### src/rtl/tc_pkg.sv
// Shared types for the trace capture block: FSM state and the packed
// buffer entry. Field widths here are the defaults of trace_capture.
package tc_pkg;

  localparam int unsigned TC_DATA_W = 16;
  localparam int unsigned TC_REG_W  = 3;
  localparam int unsigned TC_TS_W   = 16;

  typedef enum logic [1:0] {
    ST_IDLE,
    ST_ARMED,
    ST_POST,
    ST_DONE
  } tc_state_e;

  typedef struct packed {
    logic [TC_DATA_W-1:0] pc;
    logic [TC_DATA_W-1:0] instr;
    logic                 wen;
    logic [TC_REG_W-1:0]  wreg;
    logic [TC_DATA_W-1:0] wdata;
    logic [TC_TS_W-1:0]   ts;
  } tc_entry_t;

endpackage

### src/rtl/tc_ring_mem.sv
// Circular trace storage: synchronous write, zero-latency read so the
// drain port can present the head entry combinationally.
module tc_ring_mem
  import tc_pkg::*;
#(
  parameter int unsigned DEPTH = 16,
  parameter int unsigned AW    = $clog2(DEPTH)
) (
  input  logic          clk,
  input  logic          i_we,
  input  logic [AW-1:0] i_waddr,
  input  tc_entry_t     i_wdata,
  input  logic [AW-1:0] i_raddr,
  output tc_entry_t     o_rdata
);

  tc_entry_t r_mem [DEPTH];

  // Sample write; contents need no reset since fill gates every read.
  always_ff @(posedge clk) begin
    if (i_we) begin
      r_mem[i_waddr] <= i_wdata;
    end
  end

  assign o_rdata = r_mem[i_raddr];

endmodule

### src/rtl/trace_capture.sv
// Retire-trace capture: records samples into a ring while armed, freezes
// POST_TRIG samples after a trigger, then drains oldest-first over a
// valid/ready port. Never back-pressures the core.
module trace_capture
  import tc_pkg::*;
#(
  parameter int unsigned DATA_W    = TC_DATA_W,
  parameter int unsigned REG_W     = TC_REG_W,
  parameter int unsigned TS_W      = TC_TS_W,
  parameter int unsigned DEPTH     = 16,
  parameter int unsigned POST_TRIG = 8
) (
  input  logic                   clk,
  input  logic                   reset,
  input  logic                   arm,
  input  logic                   abort,
  input  logic                   trig_en,
  input  logic [DATA_W-1:0]      trig_pc,
  input  logic                   force_trig,
  input  logic                   cap_valid,
  input  logic [DATA_W-1:0]      cap_pc,
  input  logic [DATA_W-1:0]      cap_instr,
  input  logic                   cap_wen,
  input  logic [REG_W-1:0]       cap_wreg,
  input  logic [DATA_W-1:0]      cap_wdata,
  output logic                   rd_valid,
  input  logic                   rd_ready,
  output logic [DATA_W-1:0]      rd_pc,
  output logic [DATA_W-1:0]      rd_instr,
  output logic [DATA_W-1:0]      rd_wdata,
  output logic [REG_W-1:0]       rd_wreg,
  output logic                   rd_wen,
  output logic [TS_W-1:0]        rd_ts,
  output logic                   busy,
  output logic                   triggered,
  output logic [$clog2(DEPTH):0] fill
);

  localparam int unsigned AW = $clog2(DEPTH);
  localparam int unsigned FW = AW + 1;

  tc_state_e       r_state;
  tc_state_e       w_state_nxt;
  logic [AW-1:0]   r_wr_ptr;
  logic [AW-1:0]   r_rd_ptr;
  logic [AW-1:0]   r_post_cnt;
  logic [FW-1:0]   r_fill;
  logic [TS_W-1:0] r_ts;
  logic            r_triggered;
  logic            r_pend;

  logic            w_armed;
  logic            w_post;
  logic            w_done;
  logic            w_store;
  logic            w_trig;
  logic            w_full;
  logic            w_rd_valid;
  logic            w_pop;
  tc_entry_t       w_wr_entry;
  tc_entry_t       w_rd_entry;

  assign w_armed    = (r_state == ST_ARMED);
  assign w_post     = (r_state == ST_POST);
  assign w_done     = (r_state == ST_DONE);
  assign w_store    = cap_valid & (w_armed | w_post);
  // A force_trig seen without a sample is remembered in r_pend.
  assign w_trig     = w_armed & cap_valid &
                      (force_trig | r_pend | (trig_en & (cap_pc == trig_pc)));
  assign w_full     = (r_fill == FW'(DEPTH));
  assign w_rd_valid = w_done & (r_fill != '0);
  assign w_pop      = w_rd_valid & rd_ready;

  assign w_wr_entry.pc    = cap_pc;
  assign w_wr_entry.instr = cap_instr;
  assign w_wr_entry.wen   = cap_wen;
  assign w_wr_entry.wreg  = cap_wreg;
  assign w_wr_entry.wdata = cap_wdata;
  assign w_wr_entry.ts    = r_ts;

  tc_ring_mem #(
    .DEPTH (DEPTH),
    .AW    (AW)
  ) u_mem (
    .clk     (clk),
    .i_we    (w_store & ~abort),
    .i_waddr (r_wr_ptr),
    .i_wdata (w_wr_entry),
    .i_raddr (r_rd_ptr),
    .o_rdata (w_rd_entry)
  );

  // Next-state selection; abort overrides every state.
  always_comb begin
    w_state_nxt = r_state;
    if (abort) begin
      w_state_nxt = ST_IDLE;
    end else begin
      unique case (r_state)
        ST_IDLE:  if (arm) w_state_nxt = ST_ARMED;
        ST_ARMED: if (w_trig) w_state_nxt = (POST_TRIG == 0) ? ST_DONE : ST_POST;
        ST_POST:  if (cap_valid && (r_post_cnt == AW'(1))) w_state_nxt = ST_DONE;
        ST_DONE:  if (w_pop && (r_fill == FW'(1))) w_state_nxt = ST_IDLE;
        default:  w_state_nxt = ST_IDLE;
      endcase
    end
  end

  // State, ring pointers, occupancy, post counter and cycle stamp.
  always_ff @(posedge clk or negedge reset) begin
    if (!reset) begin
      r_state     <= ST_IDLE;
      r_wr_ptr    <= '0;
      r_rd_ptr    <= '0;
      r_fill      <= '0;
      r_post_cnt  <= '0;
      r_ts        <= '0;
      r_triggered <= 1'b0;
      r_pend      <= 1'b0;
    end else if (abort) begin
      r_state     <= ST_IDLE;
      r_wr_ptr    <= '0;
      r_rd_ptr    <= '0;
      r_fill      <= '0;
      r_post_cnt  <= '0;
      r_triggered <= 1'b0;
      r_pend      <= 1'b0;
    end else begin
      r_state <= w_state_nxt;
      if (w_state_nxt == ST_IDLE) begin
        r_triggered <= 1'b0;
      end
      unique case (r_state)
        ST_IDLE: begin
          if (arm) begin
            r_ts     <= '0;
            r_fill   <= '0;
            r_wr_ptr <= '0;
            r_rd_ptr <= '0;
            r_pend   <= 1'b0;
          end
        end
        ST_ARMED, ST_POST: begin
          if (r_ts != '1) begin
            r_ts <= r_ts + TS_W'(1);
          end
          if (cap_valid) begin
            // A full ring drops its oldest entry as the new one lands.
            r_wr_ptr <= r_wr_ptr + AW'(1);
            if (w_full) begin
              r_rd_ptr <= r_rd_ptr + AW'(1);
            end else begin
              r_fill <= r_fill + FW'(1);
            end
          end
          if (w_armed) begin
            if (w_trig) begin
              r_triggered <= 1'b1;
              r_post_cnt  <= AW'(POST_TRIG);
              r_pend      <= 1'b0;
            end else if (force_trig) begin
              r_pend <= 1'b1;
            end
          end else if (cap_valid) begin
            r_post_cnt <= r_post_cnt - AW'(1);
          end
        end
        ST_DONE: begin
          if (w_pop) begin
            r_rd_ptr <= r_rd_ptr + AW'(1);
            r_fill   <= r_fill - FW'(1);
          end
        end
        default: ;
      endcase
    end
  end

  assign rd_valid  = w_rd_valid;
  assign rd_pc     = w_rd_entry.pc;
  assign rd_instr  = w_rd_entry.instr;
  assign rd_wen    = w_rd_entry.wen;
  assign rd_wreg   = w_rd_entry.wreg;
  assign rd_wdata  = w_rd_entry.wdata;
  assign rd_ts     = w_rd_entry.ts;
  assign busy      = w_armed | w_post;
  assign triggered = r_triggered;
  assign fill      = r_fill;

endmodule

### config.mk
export PLATFORM = sky130hd
export DESIGN_NAME = trace_capture
export DESIGN_NICKNAME = d
export VERILOG_FILES = /design/src/rtl/tc_pkg.sv /design/src/rtl/tc_ring_mem.sv /design/src/rtl/trace_capture.sv
export SDC_FILE = /design/constraint.sdc
export NUM_CORES = 1
export LEC_CHECK = 0
export CAP_MARGIN = 5
export CORE_MARGIN = 3
export CORE_UTILIZATION = 65
export DETAILED_ROUTE_END_ITERATION = 8
export PLACE_DENSITY_LB_ADDON = 0.05
export SKIP_CTS_REPAIR_TIMING = 1
export SLEW_MARGIN = 10
export SYNTH_ARGS = -nofsm -noshare
export SYNTH_HDL_FRONTEND = slang
export SYNTH_SLANG_ARGS = --single-unit
export TNS_END_PERCENT = 5
### constraint.sdc
create_clock -name clk -period 12.16 [get_ports clk]
set_clock_uncertainty 0.15 [all_clocks]
set_input_delay 1.216 -clock clk [delete_from_list [all_inputs] [get_ports clk]]
set_output_delay 1.216 -clock clk [all_outputs]
set_load 0.005 [all_outputs]
# Word-level counts from Yosys, hierarchy flattened
# Memories as Yosys holds them, arrays and structs flattened.
# Index checks and enable logic that the tools add are counted.
# totals
ff_bits	37
ramBits	1088
inputBits	76
mem_count	1
# mem_list
memory	depth	width	read_ports	rd_clocked_by_memory_dff	wr	line_no	text
u_mem.r_mem	16	68	1	0	1	tc_ring_mem.sv:17	tc_entry_t r_mem [DEPTH];
# classes
addsub	6
eq_ne	18
muxes	43
bitwise_logic	11
n_reduce_logical	16
# op_table
op	count
2-to-1 mux 4 bit	12
2-to-1 mux 16 bit	2
one-hot mux 16 bit (2 select lines)	1
2-to-1 mux 5 bit	5
adder 16 x 1 -> 16 bit (second input constant)	1
equality test 16 bit	1
!= test 16 bit (second input constant)	1
AND reduction 4 bit	4
!= test 3 bit (second input constant)	5
one-hot mux 5 bit (3 select lines)	1
2-to-1 mux 1 bit	12
2-to-1 mux 2 bit	6
one-hot mux 4 bit (3 select lines)	1
adder 4 x 1 -> 4 bit (second input constant)	2
one-hot mux 2 bit (4 select lines)	1
one-hot mux 4 bit (2 select lines)	1
bitwise AND 1 bit	7
!= test 3 x 2 -> 1 bit (second input constant)	2
AND reduction 3 bit	2
nonzero test 3 bit	2
adder 5 x 1 -> 5 bit (second input constant)	1
equality test 5 x 1 -> 1 bit (second input constant)	1
equality test 5 bit (second input constant)	1
nonzero test 5 bit	1
other kinds (14)	21

# Depth between registers and ports, before layout
# Gate-level depths: netlist of run 1.
# depth
depth_word	13
ltp_mapped	9

# By module
# From an unflattened synthesis of run 1, not the netlist that was laid out.
# hier_totals
hier_cells	1984
hier_area_um2	43185.2
# modules_own_cells
module	n_inst	cells_per_inst	area_per_inst_um2	seq_area_each_um2
tc_ring_mem	1	1682	40619.0	32671.3
trace_capture	1	302	2566.2	925.9

# Worst setup path before layout of run 1
# OpenSTA, ideal clock, no wires.
# synth_path
path_type	input port to flip-flop
startpoint	input abort
endpoint	memory u_mem.r_mem[3][0] (netlist bit), enable pin
setup_ns	0.577
arrival_ns	6.531
t_required_ns	11.433
slack_ns	4.902
cell_stages	4
cell_sequence	clkbuf_1 nor2_1 nand3_1 nor3_1
# synth_via
elab_chain_cells	4
# synth_lines
element	line_no	text
from (decl)	trace_capture.sv:16	input logic abort,
NOT 1 bit (no line)	n/a	
bitwise AND 1 bit	trace_capture.sv:86	.i_we (w_store & ~abort),
2-to-1 mux 1 bit	tc_ring_mem.sv:21	if (i_we) begin
2-to-1 mux 1 bit (implied by the code)	tc_ring_mem.sv:22	r_mem[i_waddr] <= i_wdata;
to (decl)	tc_ring_mem.sv:17	
# Every way passes these cells.

# Worst setup path in the final report of run 1
# layout_path
startpoint	register r_rd_ptr[0]
endpoint	output rd_wdata[13]
# layout_via
elab_chain_cells	1
# layout_lines
element	line_no	text
from (decl)	trace_capture.sv:45	logic [AW-1:0] r_rd_ptr;
from (signal assigned)	trace_capture.sv:151	r_rd_ptr <= r_rd_ptr + AW'(1);
from (signal assigned)	trace_capture.sv:170	r_rd_ptr <= r_rd_ptr + AW'(1);
memory read (16 x 68 bit)	n/a	
to (decl)	trace_capture.sv:30	output logic [DATA_W-1:0] rd_wdata,
# Every way passes these cells.

==> results.yml, run 1 <==
run_status:
  status: "finished clean"
timing:
  fmax_mhz: 160.9
  rsz0062_at_grt: "false"
  finalSetupViolCount: 0
  drv_slew: 0
  post-route-period-util: 0.5112
  finalCriticalPeriod_ns: 6.216
  worstMarginPinSlew_ns: 1.128
  hold_viol_final: 0
  setup_tns_ns: 0
  whs_ns: 0.3774
  slew_headroom: 0.2478
critical_path:
  timing.rr.end: "u_mem.r_mem[13][25]$_DFFE_PP_"
  worstSetupEndpoint: "rd_wdata[13]"
  crit_required_ns: 10.79
  startpoint_type: "flip-flop"
  arrival_ns: 4.85
  critical_path.max_fanout: 117
  crit_type: "flip-flop to output pin"
  r2r_setup_slack_ns: 7.67
  r2r-start: "r_state[0]$_DFF_PN0_"
  end_kind: "output pin"
  rr_worst_depth: 9
  crit_start: "r_rd_ptr[0]$_DFFE_PN0P_"
clocking:
  cts_buffer_depth: 3
  h-tree-depth: 3
  cts_sinks: 1125
  cts_made_buffers: 107
  insertion_delay_ns: 0.66
  cts_tree: "done"
  clkSlewWorstSetupHoldPaths_ns: 0.06
  clockRootBuffer: "clkbuf_16"
layout:
  drive_gt1_frac: 0.2613
  final_area_um2: 49220
  area_delta_synth_final_pct: 13.84
  mostFrequentLayoutCells: "edfxtp_1, mux4_2, clkdlybuf4s50_1"
  instances_no_fill: 2973
  final_common_cell: "edfxtp_1"
  fill_cells: 3457
  nets: 2119
yosys:
  synth.largest_area_cell: "edfxtp_1"
  yosysWarningCount: 0
  ys.flop_type: "edfxtp_1"
  syn_area_per_cell_um2: 23.85
  synth_xor_area_frac: 0.006279
  syn_area_um2: 43240
  netlist_instances: 1813
  synth_seq_area_share: 0.7770
  synth-compound-area-share: 0.008305
  synth_edf_count: 1088
  ys_types: 54
  syn_nets: 1905
  synth-simple-area-share: 0.01606
  synth_top_family_by_area: "multiplexers"
  ys_ff_latch: 1125
  ys_async_sr_fraction: 0.03289
  synthMuxAreaShare: 0.1778
  synth_area_leaders: "edfxtp_1, mux4_2, dfrtp_1, ha_1, clkbuf_1"
  synthAdderAreaFrac: 0.004630
  synth_top_area_share: 0.7556
placed_design:
  place_area_um2: 45890
  port_buffers: 151
  dp_cells: 2773
  hpwl_um: 45190
  gp_congestion: 0.8092
global_routing:
  grt_pass1_wl_um: 139700
  grt_max_degree: 118
  first_global_vias: 21210
  grt_remaining_overflow: 0
  track_usage: 0.2752
  antenna_found_initial: 3
die:
  num_rows: 93
  ios: 152
  initial_core_util: 0.6636
  coreArea_um2: 65160
  fp.dieW_um: 263.9
  fp.dieArea_um2: 69650
  chipHeight_um: 263.9
hold_path:
  hold_class: "flip-flop to flip-flop"
  hold_depth: 1
drt:
  drtAntennaViolNets: 0
  dr_wl_met2_um: 48040
  viasPerCell: 6.744
  m1WireLength_um: 36080
  highest_layer: "met4"
  wl_met3_um: 6909
  drc: 0
  drt_pass1_iterations: 5
  drtIter0Drc: 2188
  wire_per_inst_um: 31.32
  finalWirelength_um: 93100
  vias: 20050
run:
  max_cap_viol_count: 0
pwr:
  ir_worst_vdd_mv: 0.1316
  power_density_nw_per_um2: 163.6
  power.leakage_nw: 15.07
## flip-flops by register name, indices dropped and copies added, names as in the netlist
signal,count
fill,5
r_ts,16
r_state,2
u_mem.r_mem,1088
triggered,1
r_pend,1
r_wr_ptr,4
r_rd_ptr,4
r_post_cnt,4
## critical path, stage by stage (launching register included)
cell	delay, ns
dfrtp_4	0.77
buf_12	0.72
buf_4	0.95
mux4_2	0.63
mux4_2	0.46
clkdlybuf4s50_1	0.50
## cells in the mapped netlist (2+ instances only)
cell type,n
nor2b_1,2
nand3_1,20
nor4b_1,2
nand2b_1,6
nand4_1,7
or3_1,2
inv_1,15
buf_2,29
xnor2_1,20
a21oi_1,12
buf_1,5
o21ai_0,18
dfrtp_1,37
o31ai_1,3
ha_1,16
xor2_1,11
o41ai_1,2
nor2_1,43
clkbuf_1,52
nor4_1,2
mux2_2,2
a31oi_1,2
mux4_2,340
edfxtp_1,1088
nor3_1,10
and3_1,3
nand2_1,37
## through the flow
step / setup WS (ns) / total power [mW] / util
floorplan: 4.902 / 4.755 / -
global placement: 6.475 / 4.963 / 0.7042
detailed placement: 6.415 / 4.976 / 0.7042
CTS: 5.694 / 8.110 / 0.7553
global route: 5.504 / 8.297 / 0.7554
finish: 5.944 / 8.053 / 0.7554
## how the worst min path moves through the flow
stage | end | slack, ns | startpoint
after floorplan | r_post_cnt[3]$_DFFE_PN0P_ | 0.31 | r_post_cnt[3]$_DFFE_PN0P_
after global placement | r_post_cnt[3]$_DFFE_PN0P_ | 0.33 | r_post_cnt[3]$_DFFE_PN0P_
after detailed placement | r_post_cnt[3]$_DFFE_PN0P_ | 0.37 | r_post_cnt[3]$_DFFE_PN0P_
after CTS | r_post_cnt[3]$_DFFE_PN0P_ | 0.38 | r_post_cnt[3]$_DFFE_PN0P_
after global routing | r_post_cnt[3]$_DFFE_PN0P_ | 0.38 | r_post_cnt[3]$_DFFE_PN0P_
final | r_post_cnt[3]$_DFFE_PN0P_ | 0.38 | r_post_cnt[3]$_DFFE_PN0P_
## layout make-up
cell class / count / area, um^2 / share of cell area
flip-flops and latches: 1125 / 33610 / 0.6828
multi-input cells: 586 / 9325 / 0.1894
clock buffers: 130 / 2806 / 0.05701
repair buffers: 192 / 1827 / 0.03711
well taps: 855 / 1070 / 0.02173
clock inverters: 68 / 523.0 / 0.01062
inverters: 15 / 56.30 / 0.001144
diodes: 2 / 5.005 / 0.0001017
## power by group
group / leakage, nW / switching, mW / internal (mW)
Sequential: 10.3 / 0.0293 / 4.27
Clock: 1.61 / 1.38 / 1.79
Combinational: 3.12 / 0.271 / 0.324
## layer usage
| layer | vias up | track usage |
|---|---|---|
| li1 | 8187 | - |
| met3 | 160 | 0.04620 |
| met4 | 0 | 0.07172 |
| met2 | 937 | 0.4517 |
| met5 | - | 0 |
| met1 | 10770 | 0.3978 |
## kinds of logic (layout without fill, tap and decap cells)
group / after synthesis / count (layout)
and+or+nand+nor: 144 / 144
AOI/OAI and AO/OA: 52 / 52
muxes: 343 / 343
adders and majority gates: 16 / 16
buffers and inverters: 102 / 405
DFF: 1125 / 1125
other: 0 / 2
xor gates and xnor gates: 31 / 31
(Power assumes the default switching activity.)
==> run 2, diff against run 1 <==
- CORE_UTILIZATION: 65 -> 61
- clock period: 12.16 -> 6.2 ns (I/O delays scaled with it)
==> run 2 against run 1 <==
Effect of this change:
- routed wire length down 2.6%
- largest power group unchanged
- critical path depth shrank 1
- highest routed layer unchanged
- via count is 1.4% lower
==> results.yml, run 2 (synthesis gave the netlist of run 1 again) <==
timing:
  hold_viol_final: 0
  rsz0062_at_grt: "false"
  slew_headroom: 0.3125
  worstMarginPinSlew_ns: 1.031
  post-route-period-util: 0.7069
  fmax_mhz: 228.2
  finalCriticalPeriod_ns: 4.383
  whs_ns: 0.3698
  finalSetupViolCount: 0
  drv_slew: 0
critical_path:
  critical_path.max_fanout: 91
  slowest_stage: "dfrtp_4"
  end_kind: "output pin"
  startpoint_type: "flip-flop"
  cpPeakStageDelay_ns: 0.86
  crit_path_frequent_cell: "mux4_2"
  crit_required_ns: 5.43
  crit_type: "flip-flop to output pin"
  crit_chain: "buf_12 -> mux4_2 -> mux4_2 -> clkdlybuf4s50_1"
  arrival_ns: 3.61
global_routing:
  grt_max_degree: 92
  antenna_found_initial: 1
  first_global_vias: 21120
  grt_remaining_overflow: 0
  track_usage: 0.2541
  grt_pass1_wl_um: 137900
hold_path:
  hold_class: "flip-flop to flip-flop"
placed_design:
  gp_congestion: 0.7813
  hpwl_um: 46190
  dp_cells: 2847
  port_buffers: 151
clocking:
  cts_made_buffers: 109
  cts_buffer_depth: 3
  cts_sinks: 1125
  cts_tree: "done"
  clockRootBuffer: "clkbuf_16"
  insertion_delay_ns: 0.63
  h-tree-depth: 3
  clkSlewWorstSetupHoldPaths_ns: 0.06
run_status:
  status: "finished clean"
layout:
  drive_gt1_frac: 0.2635
  instances_no_fill: 3046
  largest_reg_flops: 1088
  area_delta_synth_final_pct: 14.86
  final_common_cell: "edfxtp_1"
  regMostFlops: "u_mem.r_mem"
  mostFrequentLayoutCells: "edfxtp_1, mux4_2, clkdlybuf4s50_1"
  nets: 2120
drt:
  drc: 0
  finalWirelength_um: 90680
  drtAntennaViolNets: 0
  wire_per_inst_um: 29.77
  drtIter0Drc: 2003
  viasPerCell: 6.492
  vias: 19770
  dr_wl_met2_um: 46320
  drt_pass1_iterations: 5
  highest_layer: "met4"
  m1WireLength_um: 37900
  wl_met3_um: 4898
pwr:
  ir_worst_vdd_mv: 0.2065
  power_density_nw_per_um2: 323.9
  power.leakage_nw: 15.19
die:
  chipHeight_um: 272.2
  coreArea_um2: 69430
  fp.dieArea_um2: 74110
  ios: 152
  initial_core_util: 0.6228
  fp.dieW_um: 272.2
  num_rows: 96
run:
  max_cap_viol_count: 0
## run 2: cell types whose count changed in the layout (fill, tap and decap cells not counted), moves of 2 or more
cell	delta
buf_4	-17
clkbuf_1	+3
clkinvlp_4	-2
clkinv_8	-2
clkbuf_16	+2
bufinv_16	+6
clkinv_1	-9
inv_6	-2
clkinv_2	+4
buf_12	+15
## run 2: path summary, 6_finish.rpt
check / startpoint / end / slack (ns) / depth (start not counted)
max: r_rd_ptr[1]$_DFFE_PN0P_ / rd_ts[0] / 1.82 / 4
min: r_post_cnt[3]$_DFFE_PN0P_ / r_post_cnt[3]$_DFFE_PN0P_ / 0.37 / 1
max reg2reg: r_state[0]$_DFF_PN0_ / u_mem.r_mem[8][39]$_DFFE_PP_ / 1.93 / 7
min reg2reg: r_post_cnt[3]$_DFFE_PN0P_ / r_post_cnt[3]$_DFFE_PN0P_ / 0.37 / 1
max in group asynchronous: reset / r_rd_ptr[0]$_DFFE_PN0P_ / 4.79 / 2
min in group asynchronous: reset / r_ts[10]$_DFFE_PN0P_ / 0.48 / 2
## run 2: per-layer routing
| metal | track usage | vias up |
|---|---|---|
| met2 | 0.4162 | 706 |
| li1 | - | 8185 |
| met3 | 0.03259 | 95 |
| met1 | 0.3761 | 10790 |
| met4 | 0.06072 | 0 |
| met5 | 0 | - |
## run 2: worst max-delay path: cells and delay by family (launching register included)
family	cells	cell delay, ns
buffers and inverters	2	1.04
multiplexers	2	0.99
flip-flops	1	0.86
## run 2: layout make-up
| cell class | count | area [um^2] |
|---|---|---|
| antenna | 1 | 2.502 |
| clock buffer | 135 | 2868 |
| clock inverter | 62 | 615.6 |
| fill | 4100 | 19760 |
| inverter | 15 | 56.30 |
| multi-input combinational | 586 | 9336 |
| sequential | 1125 | 33610 |
| tap | 931 | 1165 |
| timing repair buffer | 191 | 2009 |
## run 2: report_power, final
group          switching (mW)  internal, mW
Combinational           0.554         0.646
Sequential             0.0620          8.37
Clock                    2.66          3.80
Total                    3.28          12.8
## run 2: per-stage QoR
step | power, mW | TNS [ns] | util | setup WS (ns) | area (um^2)
6_report | 16.09 | 0 | 0.7154 | 1.817 | 49670
2_1_floorplan | 9.326 | -123.16 | - | -0.6056 | 43240
5_1_grt | 16.61 | 0 | 0.7154 | 1.644 | 49670
3_5_place_dp | 9.806 | 0 | 0.6650 | 1.806 | 46170
3_3_place_gp | 9.780 | 0 | 0.6650 | 1.971 | 46170
4_1_cts | 16.22 | 0 | 0.7152 | 1.746 | 49650
